**config.mk**
```make
export PLATFORM = sky130hd
export DESIGN_NAME = muldiv_issue_ctrl
export DESIGN_NICKNAME = d
export VERILOG_FILES = /design/src/rtl/muldiv_issue_ctrl.sv
export SDC_FILE = /design/constraint.sdc
export NUM_CORES = 1
export LEC_CHECK = 0
export ABC_AREA = 1
export CAP_MARGIN = 25
export CORE_UTILIZATION = 35
export CTS_CLUSTER_SIZE = 16
export DETAILED_ROUTE_END_ITERATION = 7
export PLACE_DENSITY = 0.71
export SLEW_MARGIN = 20
export SYNTH_ARGS = -nofsm -noshare
export SYNTH_HDL_FRONTEND = slang
export SYNTH_SLANG_ARGS = --single-unit
export TNS_END_PERCENT = 10
```
**constraint.sdc**
```tcl
create_clock -name i_clk -period 4.4 [get_ports i_clk]
set_clock_uncertainty 0.15 [all_clocks]
set_input_delay 1.1 -clock i_clk [delete_from_list [all_inputs] [get_ports i_clk]]
set_output_delay 1.1 -clock i_clk [all_outputs]
set_load 0.01 [all_outputs]
```
**src/rtl/muldiv_issue_ctrl.sv**
```systemverilog
// HI/LO multiply/divide issue controller: registers commands to the mul/div unit,
// stalls the front pipeline while an op is in flight, and checks busy timing.
//
//  state      | meaning
//  S_IDLE     | ready; accepts any HI/LO op, serves mfhi/mflo directly
//  S_MT       | mthi/mtlo write pulse is out; unit writes HI/LO at end of this cycle
//  S_MD_ISSUE | md_start is out; unit samples it at end of this cycle
//  S_MD_WAIT  | shadow counter runs against md_busy until the unit drops busy
module muldiv_issue_ctrl #(
  parameter int W       = 32,
  parameter int MUL_LAT = 5,
  parameter int DIV_LAT = 10
) (
  input  logic         i_clk,
  input  logic         i_reset,
  input  logic         i_ex_valid,
  input  logic [3:0]   i_ex_op,
  input  logic [W-1:0] i_ex_rs,
  input  logic [W-1:0] i_ex_rt,
  input  logic         i_flush,
  input  logic         i_md_busy,
  input  logic [W-1:0] i_md_hi,
  input  logic [W-1:0] i_md_lo,
  output logic [W-1:0] o_md_a,
  output logic [W-1:0] o_md_b,
  output logic         o_md_start,
  output logic         o_md_we,
  output logic         o_md_hilo,
  output logic [1:0]   o_md_mulop,
  output logic         o_stall,
  output logic         o_mf_valid,
  output logic [W-1:0] o_mf_data,
  output logic         o_err
);

  localparam int LAT_MAX = (MUL_LAT > DIV_LAT) ? MUL_LAT : DIV_LAT;
  localparam int CW      = $clog2(LAT_MAX + 1);
  localparam logic [CW-1:0] MUL_CNT = CW'(MUL_LAT);
  localparam logic [CW-1:0] DIV_CNT = CW'(DIV_LAT);

  localparam logic [3:0] OP_MTHI = 4'd5;
  localparam logic [3:0] OP_MFHI = 4'd7;

  typedef enum logic [1:0] {
    S_IDLE     = 2'd0,
    S_MT       = 2'd1,
    S_MD_ISSUE = 2'd2,
    S_MD_WAIT  = 2'd3
  } state_t;

  state_t        r_state;
  state_t        w_state_nxt;
  logic [CW-1:0] r_cnt;
  logic [CW-1:0] w_cnt_nxt;
  logic          r_err;
  logic          w_err_nxt;
  logic          r_start;
  logic          w_start_nxt;
  logic          r_we;
  logic          w_we_nxt;
  logic          r_mf_valid;
  logic          w_mf_valid_nxt;
  logic [W-1:0]  r_md_a;
  logic [W-1:0]  r_md_b;
  logic          r_md_hilo;
  logic [1:0]    r_md_mulop;
  logic [W-1:0]  r_mf_data;

  logic w_hilo_op;
  logic w_is_md;
  logic w_is_mt;
  logic w_is_mf;
  logic w_req;
  logic w_idle;
  logic w_accept;

  assign w_hilo_op = (i_ex_op >= 4'd1) && (i_ex_op <= 4'd8);
  assign w_is_md   = (i_ex_op >= 4'd1) && (i_ex_op <= 4'd4);
  assign w_is_mt   = (i_ex_op == 4'd5) || (i_ex_op == 4'd6);
  assign w_is_mf   = (i_ex_op == 4'd7) || (i_ex_op == 4'd8);
  assign w_req     = i_ex_valid & ~i_flush & w_hilo_op;
  assign w_idle    = (r_state == S_IDLE);
  assign w_accept  = w_req & w_idle;
  assign o_stall   = w_req & ~w_idle;

  always_ff @(posedge i_clk or negedge i_reset) begin
    if (!i_reset) begin
      r_state    <= S_IDLE;
      r_cnt      <= '0;
      r_err      <= 1'b0;
      r_start    <= 1'b0;
      r_we       <= 1'b0;
      r_mf_valid <= 1'b0;
    end else begin
      r_state    <= w_state_nxt;
      r_cnt      <= w_cnt_nxt;
      r_err      <= w_err_nxt;
      r_start    <= w_start_nxt;
      r_we       <= w_we_nxt;
      r_mf_valid <= w_mf_valid_nxt;
    end
  end

  always_comb begin
    w_state_nxt    = r_state;
    w_cnt_nxt      = r_cnt;
    w_err_nxt      = r_err;
    w_start_nxt    = 1'b0;
    w_we_nxt       = 1'b0;
    w_mf_valid_nxt = 1'b0;
    case (r_state)
      S_IDLE: begin
        if (w_accept) begin
          if (w_is_md) begin
            w_start_nxt = 1'b1;
            w_state_nxt = S_MD_ISSUE;
          end else if (w_is_mt) begin
            w_we_nxt    = 1'b1;
            w_state_nxt = S_MT;
          end else begin
            w_mf_valid_nxt = 1'b1;
          end
        end
      end
      S_MT: begin
        w_state_nxt = S_IDLE;
      end
      S_MD_ISSUE: begin
        w_state_nxt = S_MD_WAIT;
        w_cnt_nxt   = r_md_mulop[1] ? DIV_CNT : MUL_CNT;
      end
      S_MD_WAIT: begin
        // Busy must last exactly the loaded latency; any other length is flagged.
        if (i_md_busy) begin
          if (r_cnt == '0) begin
            w_err_nxt = 1'b1;
          end else begin
            w_cnt_nxt = r_cnt - 1'b1;
          end
        end else begin
          if (r_cnt != '0) begin
            w_err_nxt = 1'b1;
          end
          w_state_nxt = S_IDLE;
        end
      end
      default: begin
        w_state_nxt = S_IDLE;
      end
    endcase
  end

  always_ff @(posedge i_clk or negedge i_reset) begin
    if (!i_reset) begin
      r_md_a     <= '0;
      r_md_b     <= '0;
      r_md_hilo  <= 1'b0;
      r_md_mulop <= 2'b00;
      r_mf_data  <= '0;
    end else if (w_accept) begin
      if (w_is_md) begin
        r_md_a     <= i_ex_rs;
        r_md_b     <= i_ex_rt;
        r_md_mulop <= 2'(i_ex_op - 4'd1);
      end else if (w_is_mt) begin
        r_md_a    <= i_ex_rs;
        r_md_hilo <= (i_ex_op == OP_MTHI);
      end else if (w_is_mf) begin
        r_mf_data <= (i_ex_op == OP_MFHI) ? i_md_hi : i_md_lo;
      end
    end
  end

  assign o_md_a     = r_md_a;
  assign o_md_b     = r_md_b;
  assign o_md_start = r_start;
  assign o_md_we    = r_we;
  assign o_md_hilo  = r_md_hilo;
  assign o_md_mulop = r_md_mulop;
  assign o_mf_valid = r_mf_valid;
  assign o_mf_data  = r_mf_data;
  assign o_err      = r_err;

`ifndef SYNTHESIS
  a_one_cmd: assert property (@(posedge i_clk) disable iff (!i_reset)
    !(r_start && r_we));
`endif

endmodule

```
==> results.py, run 1 <==
metrics = {
    "synthesis": {
        "syn_inst": 619,
        "postSynthAreaPerCell_um2": 8.03,
        "synthArstFlopShare": 1.00,
        "synth_edf_count": 0,
        "ys_warn_count": 0,
        "syn_area_um2": 4970,
        "ys_seq_elements": 109,
        "synth_ff_type": "dfrtp_1",
        "synth_top_area_cell": "dfrtp_1",
        "synth_area_leaders": "dfrtp_1, nand2_1, nand3_1, buf_2, ha_1",
        "yosysTopAreaCellShare": 0.549,
        "ys_types": 25,
        "synth_common_cells": "nand2_1, dfrtp_1, nand3_1, buf_2, inv_1",
        "yosysMostFrequentCell": "nand2_1",
        "yosysSeqAreaShare": 0.549,
        "synth_nets": 762,
    },
    "hold_path": {
        "hold_end": "o_mf_data[11]$_DFFE_PN0P_",
        "hold_path_depth": 2,
        "hold_path_startpoint": "o_mf_data[11]$_DFFE_PN0P_",
        "hp-class": "flop to flop",
    },
    "placed_design": {
        "dpl.cell_count": 1014,
        "place_congestion": 0.767,
        "hpwl_um": 9940,
        "postPlaceCellArea_um2": 7490,
        "io_buffer_count": 240,
    },
    "global_routing": {
        "grt_usage": 0.199,
        "grt_pass1_vias": 4533,
        "grt_max_degree": 61,
        "antenna_found_initial": 0,
        "grt_pass1_wl_um": 22800,
        "overflow": 0,
    },
    "cts": {
        "cts.sinks": 109,
        "ctsResizeCount": 0,
        "hold_buffers": 0,
        "cts_buffers": 9,
        "htree_num_levels": 3,
        "ctsRootBufferMaster": "clkbuf_16",
        "clk_latency_ns": 0.34,
        "cts_setup_buffers": 0,
        "cts_tree": "done",
        "clockBufferDepth": 2,
        "clkSlewWorstSetupHoldPaths_ns": 0.07,
    },
    "power": {
        "power.density_nw_per_um2": 423,
        "clkPwrFrac": 0.233,
        "leakage_nw": 3.84,
        "p_int_mw": 2.28,
        "switchingPower_uw": 999,
        "swShare": 0.305,
        "p_comb_frac": 0.344,
        "seqPwrFrac": 0.422,
        "irDropWorstVdd_v": 0.000176,
    },
    "sta": {
        "fin_crit_sh": 0.969,
        "fin_crit_ns": 4.26,
        "fmax_mhz": 235,
        "drv_slew": 0,
        "slew_headroom": 0.474,
        "final_hold_viol_count": 0,
        "rsz0062_at_grt": "no",
        "setup_viol": 0,
        "worstMarginPinSlew_ns": 0.789,
        "setup_tns_ns": 0,
    },
    "routing": {
        "routed_wirelength_um": 14100,
        "via_count": 4752,
        "ant_nets": 0,
        "drt_iter0_drc": 243,
        "drc_errors": 0,
        "wire_per_inst_um": 13.7,
        "vias_per_cell": 4.61,
        "drt_first_pass_iters": 4,
    },
    "critical_path": {
        "reg2regPathDepth": 6,
        "start_kind": "primary input",
        "end_kind": "primary output",
        "r2r-start": "r_state[1]$_DFFE_PN0P_",
        "reg2reg_to": "o_mf_data[20]$_DFFE_PN0P_",
        "r2r_setup_slack_ns": 2.18,
        "crit_required_ns": 3.15,
        "crit_fanout": 5,
        "critical_path_class": "primary input to primary output",
        "worstPathArrival_ns": 3.01,
    },
    "die": {
        "fp.coreArea_um2": 13900,
        "num_io_pins": 241,
        "row_count": 43,
        "die_x_um": 121,
        "die_y_um": 121,
        "die_area_um2": 14700,
        "initial_core_util": 0.358,
    },
    "final_layout": {
        "final_area_um2": 7760,
        "drive_gt1_frac": 0.0459,
        "nets": 988,
        "layout.cells.non_filler": 1030,
        "syn_to_final_growth_pct": 56.3,
        "antenna_cells": 0,
    },
    "run": {
        "max_cap_violations": 0,
    },
    "status": {
        "status": "finished clean",
    },
}
-- cell usage in the layout, fill, tap and decap left out, drive strengths merged, types with 2 or more instances in the layout --
| master | count |
|---|---|
| ha | 6 |
| clkinv | 4 |
| o21ai | 13 |
| nand2 | 312 |
| buf | 10 |
| nor2 | 13 |
| clkdlybuf4s50 | 239 |
| clkbuf | 10 |
| inv | 21 |
| nand4 | 2 |
| dfrtp | 109 |
| nand3 | 106 |
-- state kept, by name, summed over array words and instances (netlist names) --
signal and flops:
o_mf_valid 1, o_md_b 32, o_md_hilo 1, o_err 1
o_md_start 1, o_md_we 1, o_md_a 32, o_md_mulop 2
r_cnt 4, r_state 2, o_mf_data 32
-- layout make-up --
type / instances / area, um2
clock buffer: 10 / 229
clock inverter: 6 / 45.0
fill: 1308 / 6120
inverter: 19 / 72.6
multi-input combinational: 457 / 1990
sequential: 109 / 2730
tap: 180 / 225
timing repair buffer: 249 / 2480
-- layer usage --
metal	vias up	track usage	wire, um	part of all wire
li1	2402	-	-	-
met1	2162	0.249	6120	0.43
met2	175	0.326	6540	0.46
met3	13	0.0634	1300	0.092
met4	0	0.0640	182	0.013
met5	-	0	0	0
-- critical path: stages --
cell and delay, ns:
clkdlybuf4s50_1 0.53, inv_1 0.10, ha_1 0.19, inv_1 0.05
nor2_1 0.05, nand2_2 0.10, nand3_2 0.12, nor2_1 0.17
clkdlybuf4s50_1 0.61
-- power groups by stage --
stage / sequential [mW] / clock, mW / combinational (mW)
final: 1.39 / 0.766 / 1.13
after global routing: 1.42 / 0.828 / 1.24
after CTS: 1.39 / 0.793 / 1.14
after detailed placement: 1.40 / 0 / 1.14
after global placement: 1.40 / 0 / 1.13
after floorplan: 1.51 / 0 / 0.311
-- how the worst max path moves through the flow --
stage          slack [ns]        from  cells past startpoint       to
6_report             0.14  i_ex_op[0]                      9  o_stall
2_1_floorplan        1.36  i_ex_op[0]                      7  o_stall
4_1_cts              0.11  i_ex_op[0]                      9  o_stall
3_5_place_dp         0.11  i_ex_op[0]                      9  o_stall
3_3_place_gp         0.13  i_ex_op[0]                      9  o_stall
5_1_grt              0.05  i_ex_op[0]                      9  o_stall
-- kinds of logic after synthesis --
| logic type | count (synthesis) | share of synthesized area |
|---|---|---|
| AO/OA/AOI/OAI | 16 | 0.0181 |
| XOR/XNOR | 1 | 0.00176 |
| adder cells (fa/ha/maj) | 6 | 0.0151 |
| buffers and inverters | 53 | 0.0514 |
| flip-flops | 109 | 0.549 |
| AND/OR/NAND/NOR | 434 | 0.365 |
-- through the flow --
stage,power (mW),setup WS (ns),hold slack [ns],utilization
3_5_place_dp,2.54,0.108,0.307,0.540
2_1_floorplan,1.83,1.36,0.356,-
5_1_grt,3.49,0.0476,0.347,0.559
4_1_cts,3.32,0.107,0.325,0.559
6_report,3.28,0.138,0.320,0.559
3_3_place_gp,2.52,0.125,0.302,0.540
Note: power is estimated with default switching activity, not from simulation.
==> run 2, diff against run 1 <==
ABC_AREA = not set   (was 1)
PLACE_DENSITY = 0.72   (was 0.71)
==> run 2 against run 1 <==
Non-clock buffer count is 1 lower. Combinational power rose by 67%. Die area decreased by 5.7%. Final area is 2.7% lower. Worst hold slack better by 0.0059 ns. Utilization is 3.0 points higher. Sequential share of layout area rose by 0.97 points. Largest power group is now combinational cells. Highest routed layer unchanged.
==> results.py, run 2 <==
metrics = {
    "hold_path": {
        "hold_path_startpoint": "o_err$_DFFE_PN0P_",
        "hold_path_depth": 1,
        "hp-class": "flop to flop",
        "hold_end": "o_err$_DFFE_PN0P_",
    },
    "final_layout": {
        "final_cell_mix": "clkdlybuf4s50_1, dfrtp_1, mux2_2",
        "multi_input_area_um2": 1800,
        "antenna_cells": 0,
        "fin_util": 0.589,
        "final_area_um2": 7560,
        "regArea_um2": 2730,
        "syn_to_final_growth_pct": 61.5,
        "drive_gt1_frac": 0.155,
        "final_common_cell": "clkdlybuf4s50_1",
        "num-fill-cells": 1070,
        "nets": 737,
    },
    "power": {
        "irDropWorstVdd_v": 0.000205,
        "clkPwrFrac": 0.185,
        "power.total_mw": 4.45,
        "switchingPower_mw": 1.36,
        "swShare": 0.305,
        "seqPwrFrac": 0.391,
        "p_comb_frac": 0.425,
        "leakage_nw": 3.29,
        "power.density_nw_per_um2": 589,
        "p_int_mw": 3.09,
    },
    "routing": {
        "drt_first_pass_iters": 7,
        "vias_per_cell": 4.88,
        "drt_iter0_drc": 138,
        "drc_errors": 0,
        "wire_per_inst_um": 16.2,
        "routed_wirelength_um": 12500,
        "ant_nets": 0,
        "via_count": 3765,
    },
    "cts": {
        "ctsRootBufferMaster": "clkbuf_16",
        "cts_setup_buffers": 0,
        "clockBufferDepth": 2,
        "cts.sinks": 109,
        "clkSlewWorstSetupHoldPaths_ns": 0.07,
        "clk_latency_ns": 0.34,
        "ctsResizeCount": 0,
        "hold_buffers": 0,
        "cts_tree": "done",
        "htree_num_levels": 3,
        "cts_buffers": 9,
    },
    "critical_path": {
        "r2r-start": "r_state[0]$_DFFE_PN0P_",
        "r2r_setup_slack_ns": 2.13,
        "worstPathArrival_ns": 2.98,
        "crit_required_ns": 3.15,
        "reg2regPathDepth": 5,
        "end_kind": "primary output",
        "critical_path_class": "primary input to primary output",
        "reg2reg_to": "o_md_b[7]$_DFFE_PN0P_",
        "crit_fanout": 4,
        "start_kind": "primary input",
    },
    "synthesis": {
        "syn_area_um2": 4680,
        "yosysMostFrequentCell": "dfrtp_1",
        "ys_types": 39,
        "synth_edf_count": 0,
        "ys_seq_elements": 109,
        "synthArstFlopShare": 1.00,
        "synth_area_leaders": "dfrtp_1, mux2_2, mux2i_1, o21ai_0, ha_1",
        "synth_common_cells": "dfrtp_1, mux2_2, o21ai_0, mux2i_1, clkbuf_1",
        "postSynthAreaPerCell_um2": 13.1,
        "yosysTopAreaCellShare": 0.583,
        "synth_top_area_cell": "dfrtp_1",
        "yosysSeqAreaShare": 0.583,
        "synth_ff_type": "dfrtp_1",
        "ys_warn_count": 0,
        "syn_inst": 357,
        "synth_nets": 500,
    },
    "global_routing": {
        "grt_max_degree": 65,
        "grt_pass1_vias": 3867,
        "antenna_found_initial": 0,
        "grt_usage": 0.186,
        "overflow": 0,
        "grt_pass1_wl_um": 20300,
    },
    "placed_design": {
        "io_buffer_count": 240,
        "pre_cts_slack_ns": 0.188,
        "postPlaceCellArea_um2": 7250,
        "place_congestion": 0.779,
        "hpwl_um": 9410,
    },
    "sta": {
        "drv_slew": 0,
        "fin_crit_sh": 0.961,
        "slew_headroom": 0.603,
        "fmax_mhz": 236,
        "final_hold_viol_count": 0,
        "setup_tns_ns": 0,
        "setup_viol": 0,
        "worst_slack_ns": 0.169,
        "fin_crit_ns": 4.23,
        "rsz0062_at_grt": "no",
        "worstMarginPinSlew_ns": 0.595,
    },
    "die": {
        "num_io_pins": 241,
        "initial_core_util": 0.365,
        "die_y_um": 118,
        "fp.coreArea_um2": 12800,
        "die_x_um": 118,
        "die_area_um2": 13800,
        "row_count": 41,
    },
    "run": {
        "max_cap_violations": 0,
    },
    "status": {
        "status": "finished clean",
    },
}
-- run 2: changes by cell type after synthesis, sizes merged, moves of 3 or more --
cell | previous run | this run
a2bb2oi | 0 | 3
buf | 27 | 10
clkbuf | 7 | 12
inv | 18 | 8
mux2 | 0 | 65
mux2i | 0 | 33
nand2 | 312 | 9
nand2b | 0 | 3
nand3 | 106 | 2
nor2 | 13 | 5
nor3 | 0 | 3
o21ai | 13 | 65
-- run 2: critical path, cell delays in order --
cell and delay (ns):
clkdlybuf4s50_1 0.46, inv_1 0.12, ha_1 0.23, nor2_1 0.05, a21o_1 0.19, a211oi_1 0.25, clkdlybuf4s50_1 0.58
-- run 2: layout make-up --
class | count | share of cell area
sequential | 109 | 0.361
tap | 172 | 0.0285
inverter | 8 | 0.00397
clock inverter | 7 | 0.0109
clock buffer | 9 | 0.0298
multi-input combinational | 218 | 0.239
timing repair buffer | 248 | 0.327
-- run 2: logic make-up after synthesis --
family                     synth area share
DFF                                   0.583
muxes                                 0.227
AOI/OAI and AO/OA                     0.102
buffers and inverters                0.0337
and+or+nand+nor                      0.0382
adders and majority gates            0.0160
-- run 2: metrics by stage --
stage	instances	hold WS [ns]
6_report	771	0.326
5_1_grt	771	0.346
4_1_cts	771	0.334
3_5_place_dp	755	0.318
3_3_place_gp	755	0.317
2_1_floorplan	357	0.353
-- run 2: worst max-delay path by stage --
stage,startpoint,end,slack (ns)
floorplan,i_ex_op[1],o_stall,1.13
global placement,i_ex_op[1],o_stall,0.20
detailed placement,i_ex_op[1],o_stall,0.19
CTS,i_ex_op[1],o_stall,0.17
global route,i_ex_op[1],o_stall,0.06
finish,i_ex_op[1],o_stall,0.17
-- run 2: per-layer routing --
layer	routed length (um)	GRT usage
met1	5370	0.232
met2	5870	0.307
met4	243	0.0649
met3	1030	0.0543
met5	0	0
-- run 2: power groups by stage --
stage / sequential, mW / clock (mW) / combinational (mW)
final: 1.74 / 0.821 / 1.89
after global routing: 1.81 / 0.894 / 2.02
after CTS: 1.74 / 0.850 / 1.91
after detailed placement: 1.76 / 0 / 1.90
after global placement: 1.73 / 0 / 1.88
after floorplan: 1.92 / 0 / 0.538
